File: src/rtl/ps2_key_event_fifo_if.sv
// Handshake bundle between the PS/2 byte source, the key-event FIFO and its consumer.
// master = byte source / consumer side, slave = ps2_key_event_fifo.
interface ps2_key_event_fifo_if;
    logic [7:0] rx_data;
    logic       rx_valid;
    logic       evt_valid;
    logic       evt_ready;
    logic [7:0] evt_code;
    logic       evt_ext;
    logic       evt_break;

    modport master (
        output rx_data, rx_valid, evt_ready,
        input  evt_valid, evt_code, evt_ext, evt_break
    );

    modport slave (
        input  rx_data, rx_valid, evt_ready,
        output evt_valid, evt_code, evt_ext, evt_break
    );
endinterface

File: src/rtl/ps2_key_event_fifo.sv
// PS/2 set-2 byte decoder (E0/F0 prefixes) feeding a DEPTH-entry key-event FIFO; LEDs mirror last make.
// Define PS2_BREAK_EVENT_EN to push break (release) events into the FIFO as well.
module ps2_key_event_fifo #(
    parameter int unsigned DEPTH = 8,
    parameter int unsigned LED_W = 8,
    localparam int unsigned CW   = $clog2(DEPTH + 1)
) (
    input  logic                 clock,
    input  logic                 reset,
    ps2_key_event_fifo_if.slave  bus,
    output logic [CW-1:0]        count,
    output logic                 overflow,
    output logic [LED_W-1:0]     leds
);

`ifdef PS2_BREAK_EVENT_EN
    localparam bit BreakEn = 1'b1;
`else
    localparam bit BreakEn = 1'b0;
`endif

    localparam int unsigned AW = $clog2(DEPTH);

    typedef enum logic [1:0] {StIdle, StE0, StF0, StE0F0} state_e;

    state_e state_q, state_d;

    logic is_junk, is_e0, is_f0;
    logic emit, emit_ext, emit_brk;

    assign is_junk = (bus.rx_data == 8'h00) || (bus.rx_data == 8'hFF);
    assign is_e0   = (bus.rx_data == 8'hE0);
    assign is_f0   = (bus.rx_data == 8'hF0);

    always_ff @(posedge clock or posedge reset) begin
        if (reset) begin
            state_q <= StIdle;
        end else begin
            state_q <= state_d;
        end
    end

    always_comb begin
        state_d = state_q;
        if (bus.rx_valid) begin
            if (is_junk) begin
                state_d = StIdle;
            end else if (is_e0) begin
                state_d = StE0;
            end else if (is_f0) begin
                // A break prefix keeps the extended flag if E0 was already seen.
                state_d = (state_q == StE0 || state_q == StE0F0) ? StE0F0 : StF0;
            end else begin
                state_d = StIdle;
            end
        end
    end

    always_comb begin
        emit     = 1'b0;
        emit_ext = 1'b0;
        emit_brk = 1'b0;
        if (bus.rx_valid && !is_junk && !is_e0 && !is_f0) begin
            emit = 1'b1;
            case (state_q)
                StIdle: ;
                StE0:   emit_ext = 1'b1;
                StF0:   emit_brk = 1'b1;
                StE0F0: begin
                    emit_ext = 1'b1;
                    emit_brk = 1'b1;
                end
                default: ;
            endcase
        end
    end

    // Entry layout: {ext, brk, code}.
    logic [9:0]       mem_q [DEPTH];
    logic [9:0]       mem_d [DEPTH];
    logic [AW-1:0]    wr_ptr_q, wr_ptr_d, rd_ptr_q, rd_ptr_d;
    logic [CW-1:0]    count_q, count_d;
    logic             overflow_q, overflow_d;
    logic [LED_W-1:0] leds_q, leds_d;

    logic empty, full, pop, push_req, do_push;
    logic [9:0] head;

    assign empty    = (count_q == '0);
    assign full     = (count_q == CW'(DEPTH));
    assign pop      = !empty && bus.evt_ready;
    assign push_req = emit && (BreakEn || !emit_brk);
    assign do_push  = push_req && (!full || pop);

    always_comb begin
        mem_d      = mem_q;
        wr_ptr_d   = wr_ptr_q;
        rd_ptr_d   = rd_ptr_q;
        count_d    = count_q;
        overflow_d = overflow_q;
        leds_d     = leds_q;
        if (do_push) begin
            mem_d[wr_ptr_q] = {emit_ext, emit_brk, bus.rx_data};
            wr_ptr_d        = wr_ptr_q + AW'(1);
        end
        if (pop) begin
            rd_ptr_d = rd_ptr_q + AW'(1);
        end
        case ({do_push, pop})
            2'b10:   count_d = count_q + CW'(1);
            2'b01:   count_d = count_q - CW'(1);
            default: count_d = count_q;
        endcase
        if (push_req && full && !pop) begin
            overflow_d = 1'b1;
        end
        // Make codes update the LEDs even when the FIFO drops the event.
        if (emit && !emit_brk) begin
            leds_d = LED_W'(bus.rx_data);
        end
    end

    always_ff @(posedge clock or posedge reset) begin
        if (reset) begin
            for (int i = 0; i < DEPTH; i++) begin
                mem_q[i] <= '0;
            end
            wr_ptr_q   <= '0;
            rd_ptr_q   <= '0;
            count_q    <= '0;
            overflow_q <= 1'b0;
            leds_q     <= '0;
        end else begin
            mem_q      <= mem_d;
            wr_ptr_q   <= wr_ptr_d;
            rd_ptr_q   <= rd_ptr_d;
            count_q    <= count_d;
            overflow_q <= overflow_d;
            leds_q     <= leds_d;
        end
    end

    assign head          = mem_q[rd_ptr_q];
    assign bus.evt_valid = !empty;
    assign bus.evt_code  = empty ? 8'h00 : head[7:0];
    assign bus.evt_ext   = !empty && head[9];
    assign bus.evt_break = !empty && head[8] && BreakEn;

    assign count    = count_q;
    assign overflow = overflow_q;
    assign leds     = leds_q;

endmodule

File: src/flat_wrapper.sv
// flat-port wrapper written by rule: the top's interface ports become plain ports
module ps2_key_event_fifo_flat 
#(
    parameter int unsigned DEPTH = 8,
    parameter int unsigned LED_W = 8,
    localparam int unsigned CW   = $clog2(DEPTH + 1)
)
  (clock, reset, count, overflow, leds, bus_rx_data, bus_rx_valid, bus_evt_ready, bus_evt_valid, bus_evt_code, bus_evt_ext, bus_evt_break);
  ps2_key_event_fifo_if bus_i ();
  input  logic clock;
  input  logic reset;
  output logic [CW-1:0] count;
  output logic overflow;
  output logic [LED_W-1:0] leds;
  input wire logic [$bits(bus_i.rx_data)-1:0] bus_rx_data;
  input wire logic [$bits(bus_i.rx_valid)-1:0] bus_rx_valid;
  input wire logic [$bits(bus_i.evt_ready)-1:0] bus_evt_ready;
  output wire logic [$bits(bus_i.evt_valid)-1:0] bus_evt_valid;
  output wire logic [$bits(bus_i.evt_code)-1:0] bus_evt_code;
  output wire logic [$bits(bus_i.evt_ext)-1:0] bus_evt_ext;
  output wire logic [$bits(bus_i.evt_break)-1:0] bus_evt_break;
  assign bus_i.rx_data = bus_rx_data;
  assign bus_i.rx_valid = bus_rx_valid;
  assign bus_i.evt_ready = bus_evt_ready;
  assign bus_evt_valid = bus_i.evt_valid;
  assign bus_evt_code = bus_i.evt_code;
  assign bus_evt_ext = bus_i.evt_ext;
  assign bus_evt_break = bus_i.evt_break;
  ps2_key_event_fifo #(.DEPTH(DEPTH), .LED_W(LED_W)) u_core (.clock(clock), .reset(reset), .bus(bus_i), .count(count), .overflow(overflow), .leds(leds));
endmodule
File: config.mk
export PLATFORM = sky130hd
export DESIGN_NAME = ps2_key_event_fifo_flat
export DESIGN_NICKNAME = d
export VERILOG_FILES = /design/src/rtl/ps2_key_event_fifo_if.sv /design/src/rtl/ps2_key_event_fifo.sv /design/src/flat_wrapper.sv
export SDC_FILE = /design/constraint.sdc
export NUM_CORES = 1
export LEC_CHECK = 0
export BUFFER_PORTS_ARGS = -buffer_cell sky130_fd_sc_hd__buf_2
export CELL_PAD_IN_SITES_DETAIL_PLACEMENT = 1
export CELL_PAD_IN_SITES_GLOBAL_PLACEMENT = 2
export CORE_UTILIZATION = 46
export DETAILED_ROUTE_END_ITERATION = 10
export PLACE_DENSITY_LB_ADDON = 0.1
export SYNTH_ARGS = -nofsm -noshare
export SYNTH_HDL_FRONTEND = slang
export SYNTH_SLANG_ARGS = --single-unit
File: constraint.sdc
create_clock -name clock -period 6.2 [get_ports clock]
set_input_delay 0.31 -clock clock [delete_from_list [all_inputs] [get_ports clock]]
set_output_delay 0.31 -clock clock [all_outputs]
set_load 0.05 [all_outputs]
== Word level (Yosys, flattened, before mapping) ==
Cells that the tools add are included.
W data, S select, Z words.

* Register bits after elaboration: 101
* Input port bits: 12
* Output and inout bits: 24
* Word-level logic and storage cells: 74

* $add $sub $neg: 4
* Order comparisons: 3
* Equal/unequal tests: 9
* Multiplexer cells: 17
* Bitwise logic cells: 2
* Reductions and logical operators: 25

{| class="wikitable"
|+ Operators by type and width
! operator !! count
|-
| $bwmux W80 || 1
|-
| $bmux W10 S3 || 1
|-
| $demux W10 S3 || 1
|-
| $mux W10 || 3
|-
| $eq A8 B8 Y1 const B || 3
|-
| $logic_and A1 B1 Y1 || 10
|-
| $ge A4 B4 Y1 const B || 2
|-
| $logic_not A8 Y1 || 1
|-
| $mux W8 || 1
|-
| $not A3 Y4 || 2
|-
| $pmux W4 S2 || 1
|-
| $logic_not A1 Y1 || 7
|-
| $add A3 B1 Y3 const B || 2
|-
| $eq A2 B2 Y1 const B || 3
|-
| $mux W1 || 6
|-
| $mux W2 || 3
|-
| $add A4 B1 Y4 const B || 1
|-
| $eq A2 B1 Y1 const B || 2
|-
| $eq A4 B4 Y1 const B || 1
|-
| $logic_not A4 Y1 || 1
|-
| $lt A4 B1 Y1 const B || 1
|-
| $reduce_or A2 Y1 || 2
|-
| $sub A4 B1 Y4 const B || 1
|-
| $logic_or A1 B1 Y1 || 3
|-
| $reduce_bool A2 Y1 || 1
|}

== Longest topological paths before layout ==
Gate-level depths: netlist of the first run.

* Word-level depth: 12
* Mapped depth: 13
* Gate-level depth less buffers: 11

== Worst setup path before layout of the first run ==
Ideal clock, no wire load.

* Path kind: register -> register
* Start: register u_core.count_q[0] (netlist: u_core.count[0])
* End: register u_core.count_q[3] (netlist: u_core.count[3])
* Library setup time: 0.147 ns
* Arrival: 2.832 ns
* Data required time: 6.053 ns
* Path slack: 3.220 ns
* Cell stages (with the launch flop): 12
* Path buffers: 0
* Clock period less this slack: 2.980 ns
* Path through: dfrtp_1 > nor4_4 > inv_2 > and2_1 > nand2_1 > inv_1 > ha_1 > a21o_1 > a21oi_1 > nand2_1 > mux2_2 > xnor2_1

* Cells in the longest elaborated chain, start to end: 7
* Elaborated cells between the ends (all ways): 13
* Classes of those cells: 2 x add/sub; 3 x eq/ne; 1 x mux; 7 x reduce/logical

{| class="wikitable"
|+ RTL lines
! element !! line !! source
|-
| start: declaration || ps2_key_event_fifo.sv:82 || <nowiki>logic [CW-1:0] count_q, count_d;</nowiki>
|-
| start signal: assignment || ps2_key_event_fifo.sv:137 || <nowiki>count_q <= count_d;</nowiki>
|-
| $logic_not A4 Y1 * || ps2_key_event_fifo.sv:89 || <nowiki>assign empty = (count_q == '0);</nowiki>
|-
| $logic_not A1 Y1 * || n/a ||
|-
| via bus_evt_valid || flat_wrapper.sv:18 || <nowiki>output wire logic [$bits(bus_i.evt_valid)-1:0] bus_evt_valid;</nowiki>
|-
| $logic_and A1 B1 Y1 * || ps2_key_event_fifo.sv:91 || <nowiki>assign pop = !empty && bus.evt_ready;</nowiki>
|-
| $logic_or A1 B1 Y1 || ps2_key_event_fifo.sv:93 || <nowiki>assign do_push = push_req && (!full || pop);</nowiki>
|-
| $logic_and A1 B1 Y1 || ps2_key_event_fifo.sv:93 ||
|-
| $eq A2 B1 Y1 or $eq A2 B2 Y1 (tied branches) || ps2_key_event_fifo.sv:109 || <nowiki>case ({do_push, pop})</nowiki>
|-
| $pmux W4 S2 or $reduce_bool A2 Y1 (tied branches) || n/a ||
|}

Mark *: on every way through the listed nets, which the timed path passes. The rest lies on a longest branch.
A chain may end at the register's enable or synchronous reset.

== Final worst setup path of the first run ==
* Start: register u_core.count_q[0] (netlist: u_core.count[0])
* End: register u_core.count_q[3] (netlist: u_core.count[3])

* Cells in the longest elaborated chain, start to end: 7
* Elaborated cells between the ends (all ways): 13
* Classes of those cells: 2 x add/sub; 3 x eq/ne; 1 x mux; 7 x reduce/logical

{| class="wikitable"
|+ RTL lines
! element !! line
|-
| $logic_not A4 Y1 || ps2_key_event_fifo.sv:89
|-
| $logic_not A1 Y1 || ps2_key_event_fifo.sv:91
|-
| $logic_and A1 B1 Y1 || ps2_key_event_fifo.sv:91
|-
| $logic_or A1 B1 Y1 || ps2_key_event_fifo.sv:93
|-
| $logic_and A1 B1 Y1 || ps2_key_event_fifo.sv:93
|-
| $eq A2 B1 Y1 or $eq A2 B2 Y1 (tied branches) || ps2_key_event_fifo.sv:109
|-
| $pmux W4 S2 or $reduce_bool A2 Y1 (tied branches) || n/a
|}

Parallel ways exist; a longest one is shown, timed or not.

==> results_dict.tcl, run 1 <==
set metrics [dict create \
    worstSetupEndpointType "register" \
    grt_pass1_vias 2830 \
    clockBufferDepth 2 \
    hold_path.class "in -> reg" \
    place_area_um2 4770 \
    grt_pass1_wl_um 16300 \
    critPathMaxStageDelay_ns 0.72 \
    cts_setup_buffers 0 \
    clk_latency_ns 0.36 \
    finalMaxSlewViolations 0 \
    antenna_cells 0 \
    vdd_drop_max_uv 290 \
    place_ws_ns 2.93 \
    initial_core_util_pct 48.1 \
    worst_pin_slew_ns 1.03 \
    grt_max_degree 76 \
    gp_congestion 0.692 \
    wl_met1_um 4670 \
    fin_skew_ns 0.0130 \
    cp.required_ns 6.44 \
    startpoint_type "register" \
    fin_crit_sh_pct 47.3 \
    synthFlopType "dfrtp_1" \
    dp_hpwl_um 6470 \
    status "completed" \
    fmax_ghz 0.341 \
    fin_area_um2 4950 \
    drt-initial-drc-count 91 \
    chipHeight_um 101 \
    fin_setup_tns_ns 0 \
    clockRootBuffer "clkbuf_8" \
    top_layer "met4" \
    num_rows 35 \
    cts_sinks 93 \
    synth_nets 333 \
    pwr_density_cell_nw_per_um2 566 \
    synth_area_um2 4510 \
    critPathKind "reg -> reg" \
    drc 0 \
    path_cells "nor4_4 -> inv_2 -> and2_1 -> nand2_1 -> inv_1 -> ha_1 -> a21o_1 -> a21oi_1 -> nand2_1 -> mux2_2 -> xnor2_1" \
    cp_slowest_cell "nor4_4" \
    ctsResizeCount 0 \
    period_needed_ns 2.93 \
    drt-wirelength-per-cell_um 20.6 \
    overflow 0 \
    antenna_found_initial 0 \
    clkSlewWorstSetupHoldPaths_ns 0.09 \
    cts_tree "yes" \
    wl_met3_um 183 \
    layout_setup_ws_ns 3.27 \
    io_pins 36 \
    synth-seq-cells 93 \
    critPathMaxFanout 10 \
    die_area_um2 10200 \
    dieWidth_um 101 \
    hold_violations 0 \
    avgViaCountPerCell 5.51 \
    synth-edff-count 0 \
    cp_num_buf_inv 2 \
    holdWs_ns 0.208 \
    route.met2.wl_um 4870 \
    cts_buffers 9 \
    htreeDepth 3 \
    area_growth_pct 9.91 \
    firstDrtPassIters 4 \
    drv_cap 0 \
    vias 2641 \
    final_nets 363 \
    yosysSeqAreaShare_pct 51.6 \
    rsz0062_at_grt "no" \
    total_power_uw 2810 \
    io_buffers 34 \
    synth_warnings 0 \
    syn_inst 316 \
    fp.coreArea_um2 9370 \
    cp_top_family "simple AND/OR/NAND/NOR gates" \
    crit_top_cell "nand2_1" \
    drt-total-wl_um 9870 \
    grt_usage_pct 21.9 \
    setup_violations 0 \
    p_leak_uw 0.00224 \
    drive_gt1_share_pct 45.7 \
    syn_avg_cell_area_um2 14.3 \
    ys_types 47 \
    holdBufCountCts 1 \
    synthArstFlopShare_pct 100 \
    antenna_left 0 \
    worstPathArrival_ns 3.17 \
    slew_headroom_pct 30.7 \
]
## path summary, 6_finish.rpt
kind,start,to,slack [ns],cells after the start
setup / recovery,u_core.count[0]$_DFFE_PP0P_,u_core.count[3]$_DFFE_PP0P_,3.27,11
hold / removal,bus_rx_valid,u_core.state_q[0]$_DFFE_PP0P_,0.21,2
setup reg to reg,u_core.count[0]$_DFFE_PP0P_,u_core.count[3]$_DFFE_PP0P_,3.27,11
hold reg to reg,u_core.overflow$_DFFE_PP0P_,u_core.overflow$_DFFE_PP0P_,0.46,1
max in group asynchronous,reset,u_core.rd_ptr_q[2]$_DFFE_PP0P_,4.50,4
min in group asynchronous,reset,u_core.leds[6]$_DFFE_PP0P_,0.43,3
## report_power, final
part / internal (µW) / total, µW / switching (µW)
logic: 613 / 1370 / 754
clock network: 157 / 368 / 212
registers: 879 / 1070 / 192
total: 1650 / 2810 / 1160
## synthesized netlist by cell type, types with 2 or more instances
| library cell | count | area [µm²] |
|---|---|---|
| nor2b_1 | 2 | 12.5 |
| nor2_1 | 11 | 41.3 |
| mux4_2 | 18 | 405 |
| ha_1 | 4 | 50.1 |
| xnor2_1 | 6 | 52.6 |
| nor4b_4 | 2 | 47.6 |
| dfrtp_1 | 93 | 2330 |
| clkbuf_1 | 8 | 30.0 |
| mux2i_1 | 11 | 110 |
| a21oi_1 | 4 | 20.0 |
| mux2_2 | 66 | 743 |
| buf_2 | 8 | 40.0 |
| mux2_4 | 9 | 135 |
| nand3b_1 | 2 | 15.0 |
| a21o_1 | 2 | 15.0 |
| nor4_4 | 2 | 42.5 |
| nor3_2 | 2 | 20.0 |
| nand2_1 | 32 | 120 |
| inv_1 | 6 | 22.5 |
## cell type report
| class | instances | area, µm² |
|---|---|---|
| Clock inverter | 4 | 32.5 |
| Timing Repair Buffer | 38 | 203 |
| Fill cell | 957 | 4420 |
| Multi-Input combinational cell | 197 | 2060 |
| Tap cell | 129 | 161 |
| Clock buffer | 11 | 141 |
| Inverter | 7 | 27.5 |
| Sequential cell | 93 | 2330 |
## worst reg2reg max path, delay by kind of cell (launching register included)
kind                     cells  cell delay [ns]
buffers and inverters        2             0.16
multiplexers                 1             0.27
AO/OA/AOI/OAI                2             0.35
XOR/XNOR                     1             0.12
flip-flops                   1             0.48
adder cells (fa/ha/maj)      1             0.27
AND/OR/NAND/NOR              4             1.16
## flip-flops by register name, summed over array words and instances, names as in the netlist
| name | count |
|---|---|
| u_core.wr_ptr_q | 3 |
| u_core.rd_ptr_q | 3 |
| u_core.state_q | 2 |
| u_core.count | 4 |
| u_core.overflow | 1 |
| u_core.mem_q | 72 |
| u_core.leds | 8 |
## per-stage QoR
step                      utilization, %  std cells
after detailed placement            50.9        463
after CTS                           52.9        479
final                               52.9        479
after global routing                52.9        479
after global placement              50.9        463
after floorplan                        -        316
## cell families (layout without fill, tap and decap cells)
| family | after synthesis | count (layout) | share of synthesized area, % |
|---|---|---|---|
| mux | 104 | 104 | 30.9 |
| xor+xnor | 7 | 7 | 1.36 |
| fa+ha+maj | 5 | 5 | 1.55 |
| other cells | 1 | 1 | 0.0832 |
| compound gates | 14 | 14 | 2.64 |
| buf+inv | 26 | 60 | 2.64 |
| flops | 93 | 93 | 51.6 |
| simple gates | 66 | 66 | 9.19 |
## per-layer routing
metal / global-route usage, % / up-vias
met5: 0 / -
met4: 7.02 / 0
met3: 3.61 / 14
met2: 36.2 / 29
met1: 29.8 / 1406
li1: - / 1192
## cells in the final DEF (no fill, tap or decap), types with 6 or more instances in the layout
master and count:
mux4_2 18, xnor2_1 6, mux2i_1 11, mux2_2 66, nor2_1 11, mux2_4 9
nand2_1 32, clkbuf_8 10, dfrtp_1 93, buf_2 34
Power figures use the tool's default switching activity.
==> inputs of run 2 (changes only) <==
--- a/config.mk
+++ b/config.mk
@@ -8,7 +8,7 @@
 export BUFFER_PORTS_ARGS = -buffer_cell sky130_fd_sc_hd__buf_2
 export CELL_PAD_IN_SITES_DETAIL_PLACEMENT = 1
 export CELL_PAD_IN_SITES_GLOBAL_PLACEMENT = 2
-export CORE_UTILIZATION = 46
+export CORE_UTILIZATION = 43
 export DETAILED_ROUTE_END_ITERATION = 10
 export PLACE_DENSITY_LB_ADDON = 0.1
 export SYNTH_ARGS = -nofsm -noshare
==> constraint.sdc (replaced) <==
create_clock -name clock -period 3.05 [get_ports clock]
set_input_delay 0.1525 -clock clock [delete_from_list [all_inputs] [get_ports clock]]
set_output_delay 0.1525 -clock clock [all_outputs]
set_load 0.05 [all_outputs]
==> results_dict.tcl, run 2 (same netlist as run 1, synthesis figures left out) <==
set metrics [dict create \
    setup_violations 0 \
    antenna_found_initial 0 \
    rsz0062_at_grt "no" \
    cp.required_ns 3.31 \
    startpoint_type "register" \
    io_buffers 34 \
    finalMaxSlewViolations 0 \
    drt-wirelength-per-cell_um 20.3 \
    drive_gt1_share_pct 47.1 \
    place_area_um2 4850 \
    grt_pass1_wl_um 16900 \
    mostFrequentLayoutCells "dfrtp_1 (93), mux2_2 (66), buf_2 (34), nand2_1 (32), mux4_2 (18)" \
    cts_buffers 9 \
    chipHeight_um 104 \
    firstDrtPassIters 4 \
    slew_headroom_pct 50.9 \
    fin_area_um2 5090 \
    fin_crit_sh_pct 83.4 \
    top_register "u_core.mem_q" \
    hold_violations 0 \
    status "completed" \
    crit_start "u_core.count[0]$_DFFE_PP0P_" \
    area_growth_pct 12.8 \
    fp.coreArea_um2 10200 \
    reg2reg_to "u_core.count[3]$_DFFE_PP0P_" \
    antenna_cells 0 \
    fin_util_pct 49.7 \
    dpl.cell_count 478 \
    drc 0 \
    cp_slowest_cell "dfrtp_1" \
    drt-initial-drc-count 99 \
    pwr_density_cell_nw_per_um2 1160 \
    worstPathArrival_ns 2.80 \
    critPathMaxStageDelay_ns 0.48 \
    path_cells "nor4_4 -> inv_2 -> and2_1 -> nand2_1 -> inv_1 -> ha_1 -> a21o_1 -> a21oi_1 -> nand2_1 -> mux2_2 -> xnor2_1" \
    drv_cap 0 \
    rr_worst_depth 11 \
    p_leak_uw 0.00232 \
    clk_latency_ns 0.37 \
    io_pins 36 \
    drt-total-wl_um 10000 \
    final_nets 371 \
    holdWs_ns 0.0262 \
    antenna_left 0 \
    overflow 0 \
    vias 2643 \
    worstSetupEndpointType "register" \
    layout_commonest_cell "dfrtp_1" \
    die_area_um2 10900 \
    dieWidth_um 104 \
    dp_hpwl_um 6640 \
    crit_top_cell "nand2_1" \
    grt_pass1_vias 2946 \
    fin_skew_ns 0.0160 \
    vdd_drop_max_uv 662 \
    htreeDepth 3 \
    critPathKind "reg -> reg" \
    r2r-start "u_core.count[0]$_DFFE_PP0P_" \
    largest_register_ffs 72 \
    cts_tree "yes" \
    stdcell_count 495 \
    period_needed_ns 2.54 \
    initial_core_util_pct 44.1 \
    critPathMaxFanout 6 \
    avgViaCountPerCell 5.34 \
    grt_usage_pct 20.8 \
    clockRootBuffer "clkbuf_8" \
    clockBufferDepth 2 \
    grt_max_degree 53 \
    worst_pin_slew_ns 0.736 \
    fin_setup_tns_ns 0 \
    cp-endpoint "u_core.count[3]$_DFFE_PP0P_" \
    fmax_ghz 0.393 \
    ff2ff_setup_slack_ns 0.51 \
    gp_congestion 0.727 \
    cts_sinks 93 \
    hold_path.class "in -> reg" \
    clkSlewWorstSetupHoldPaths_ns 0.10 \
    num_rows 37 \
]
## run 2: cell types whose count changed in the layout (fill, tap and decap cells not counted)
cell	change
clkinvlp_4	-2
buf_12	+1
clkinv_2	+1
bufinv_16	+2
buf_4	+7
## run 2: routing by layer
| layer | routed length, µm | up-vias | track usage [%] |
|---|---|---|---|
| met3 | 150 | 10 | 2.82 |
| met4 | 129 | 0 | 7.65 |
| met5 | 0 | - | 0 |
| met2 | 4780 | 24 | 31.9 |
| met1 | 4990 | 1402 | 30.0 |
| li1 | - | 1207 | - |
## run 2: per-stage QoR
stage / power [µW] / setup slack [ns]
2_1_floorplan: 4360 / 0.0702
3_3_place_gp: 4960 / 0.374
3_5_place_dp: 5040 / 0.228
4_1_cts: 5990 / 0.491
5_1_grt: 6280 / 0.305
6_report: 5910 / 0.507
## run 2: cell type report
| cell class | count | area, µm² |
|---|---|---|
| multi-input combinational | 197 | 2060 |
| clock inverter | 5 | 82.6 |
| fill | 1059 | 5140 |
| inverter | 7 | 27.5 |
| clock buffer | 11 | 141 |
| tap | 136 | 170 |
| sequential | 93 | 2330 |
| timing repair buffer | 46 | 275 |
## run 2: worst min-delay path by stage
stage	start	end	slack [ns]	depth (start not counted)
2_1_floorplan	bus_rx_valid	u_core.state_q[0]$_DFFE_PP0P_	0.24	1
3_3_place_gp	reset	u_core.leds[5]$_DFFE_PP0P_	0.29	2
3_5_place_dp	reset	u_core.leds[5]$_DFFE_PP0P_	0.29	2
4_1_cts	bus_rx_valid	u_core.state_q[0]$_DFFE_PP0P_	0.008	2
5_1_grt	bus_rx_valid	u_core.state_q[0]$_DFFE_PP0P_	0.02	2
6_report	bus_rx_valid	u_core.state_q[0]$_DFFE_PP0P_	0.03	2
## run 2: report_power, final
group	internal, µW	switching (µW)	total [µW]
Sequential	1790	395	2180
Clock	488	446	934
Combinational	1270	1520	2790
Total	3540	2360	5910
## run 2: what timing repair did
item                       CTS  global route
buffers inserted             0             0
hold buffers                 1             0
hold endpoints to repair    41             0
setup endpoints to repair    0             0
resized for setup            0             0
## run 2: critical path, delay by kind of cell (launching register included)
family / cells / cell delay, ns
flip-flops: 1 / 0.48
AO/OA/AOI/OAI: 2 / 0.38
adder cells (fa/ha/maj): 1 / 0.27
multiplexers: 1 / 0.28
XOR/XNOR: 1 / 0.12
buffers and inverters: 2 / 0.14
AND/OR/NAND/NOR: 4 / 0.77
==> inputs of run 3 (changes only) <==
--- a/config.mk
+++ b/config.mk
@@ -8,7 +8,7 @@
 export BUFFER_PORTS_ARGS = -buffer_cell sky130_fd_sc_hd__buf_2
 export CELL_PAD_IN_SITES_DETAIL_PLACEMENT = 1
 export CELL_PAD_IN_SITES_GLOBAL_PLACEMENT = 2
-export CORE_UTILIZATION = 43
+export CORE_UTILIZATION = 39
 export DETAILED_ROUTE_END_ITERATION = 10
 export PLACE_DENSITY_LB_ADDON = 0.1
 export SYNTH_ARGS = -nofsm -noshare
==> constraint.sdc (replaced) <==
create_clock -name clock -period 2 [get_ports clock]
set_input_delay 0.1 -clock clock [delete_from_list [all_inputs] [get_ports clock]]
set_output_delay 0.1 -clock clock [all_outputs]
set_load 0.05 [all_outputs]
==> results_dict.tcl, run 3 (same netlist as run 1, synthesis figures left out) <==
set metrics [dict create \
    worstSetupEndpointType "register" \
    die_area_um2 12000 \
    hold_violations 0 \
    clkSlewWorstSetupHoldPaths_ns 0.06 \
    num_rows 38 \
    fin_area_um2 5690 \
    crit_start "u_core.count[3]$_DFFE_PP0P_" \
    antenna_cells 0 \
    status "finished, violations left" \
    fin_skew_ns 0.00818 \
    cts_buffers 9 \
    cp_slowest_cell "dfrtp_2" \
    dieWidth_um 110 \
    mostFrequentLayoutCells "dfrtp_1 (89), mux2_2 (64), buf_4 (45), nand2_1 (31), buf_2 (25)" \
    final_nets 414 \
    htreeDepth 3 \
    clk_latency_ns 0.35 \
    area_growth_pct 26.2 \
    clockRootBuffer "clkbuf_16" \
    io_pins 36 \
    cp.required_ns 2.23 \
    antenna_left 0 \
    top_register "u_core.mem_q" \
    critPathMaxFanout 2 \
    overflow 0 \
    fmax_ghz 0.442 \
    fp.coreArea_um2 11000 \
    place_area_um2 5230 \
    gp_congestion 0.730 \
    dp_hpwl_um 7340 \
    drt-total-wl_um 10900 \
    path_cells "nor4_4 -> inv_4 -> and2_4 -> nand2_4 -> inv_2 -> buf_4 -> ha_4 -> a21oi_2 -> a211o_1 -> mux2_4 -> xnor2_2" \
    finalMaxSlewViolations 0 \
    grt_usage_pct 20.9 \
    total_power_uw 10100 \
    hold_start "bus_evt_ready" \
    pwr_density_cell_nw_per_um2 1780 \
    p_leak_uw 0.00261 \
    r2r-start "u_core.count[3]$_DFFE_PP0P_" \
    cp_num_buf_inv 3 \
    critPathKind "reg -> reg" \
    firstDrtPassIters 4 \
    fin_crit_sh_pct 113 \
    place_ws_ns -0.295 \
    avgViaCountPerCell 5.25 \
    hold_path.class "in -> reg" \
    setup_violations 11 \
    cp_top_family "simple AND/OR/NAND/NOR gates" \
    startpoint_type "register" \
    violations "negative setup slack" \
    layout_setup_ws_ns -0.265 \
    drt-wirelength-per-cell_um 20.2 \
    slew_headroom_pct 59.6 \
    chipHeight_um 110 \
    drc 0 \
    drive_gt1_share_pct 55.2 \
    clockBufferDepth 2 \
    vias 2847 \
    drt-initial-drc-count 65 \
    io_buffers 34 \
    dpl.cell_count 521 \
    grt_max_degree 49 \
    stdcell_count 542 \
    cts_sinks 93 \
    cts_tree "yes" \
    vdd_drop_max_uv 1120 \
    drv_cap 0 \
    critPathMaxStageDelay_ns 0.42 \
    initial_core_util_pct 40.9 \
    largest_register_ffs 72 \
    antenna_found_initial 0 \
    layout_commonest_cell "dfrtp_1" \
    grt_pass1_vias 3081 \
    grt_pass1_wl_um 17700 \
    fin_setup_tns_ns -0.743 \
    period_needed_ns 2.26 \
    worst_pin_slew_ns 0.605 \
    worstPathArrival_ns 2.50 \
    rsz0062_at_grt "yes" \
]
==> run 3: changes by cell type in the layout (fill, tap and decap cells not counted), moves of 5 or more <==
cell       delta
buf_6        +12
clkbuf_16     +9
buf_2         -9
clkbuf_8      -9
buf_12        +5
buf_4        +35
==> run 3: final cells by class <==
| class | count | area, µm² |
|---|---|---|
| Sequential cell | 93 | 2330 |
| Clock buffer | 13 | 250 |
| Tap cell | 140 | 175 |
| Inverter | 7 | 32.5 |
| Multi-Input combinational cell | 197 | 2120 |
| Timing Repair Buffer | 89 | 728 |
| Fill cell | 1135 | 5340 |
| Clock inverter | 3 | 45.0 |
==> run 3: routing by layer <==
metal	up-vias	wire length, µm	track usage, %
met3	13	185	2.85
met2	25	5490	33.9
met1	1519	5060	28.3
li1	1290	-	-
met5	-	0	0
met4	0	204	8.57
==> run 3: timing repair <==
action	4_1_cts	5_1_grt
pin swaps	1	5
hold endpoints to repair	21	0
setup buffers	3	1
resized for setup	20	11
endpoints found under the setup margin	24	22
gates cloned	0	0
hold buffers	1	0
==> run 3: path summary, 6_finish.rpt <==
kind                                                   to  slack (ns)  cells after the start
setup / recovery              u_core.count[3]$_DFFE_PP0P_       -0.26                     11
hold / removal             u_core.rd_ptr_q[0]$_DFFE_PP0P_        0.08                      3
setup reg to reg              u_core.count[3]$_DFFE_PP0P_       -0.26                     11
hold reg to reg               u_core.overflow$_DFFE_PP0P_        0.46                      1
max in group asynchronous    u_core.mem_q[65]$_DFFE_PP0P_        0.93                      4
min in group asynchronous      u_core.leds[6]$_DFFE_PP0P_        0.37                      3
==> run 3: power by group <==
group | switching, µW | internal (µW) | total [µW]
clock | 718 | 1010 | 1720
sequential | 535 | 2740 | 3280
combinational | 2540 | 2560 | 5100
total | 3800 | 6310 | 10100
==> run 3: tightest hold or removal path, cell delays in order <==
cell     delay (ns)
buf_2          0.13
nand2_1        0.09
xnor2_1        0.07
==> run 3: stage by stage <==
step,hold slack [ns],utilization [%]
after detailed placement,0.203,47.4
after global placement,0.207,47.4
after global routing,0.110,51.6
after floorplan,0.186,-
final,0.0789,51.6
after CTS,0.0792,51.1
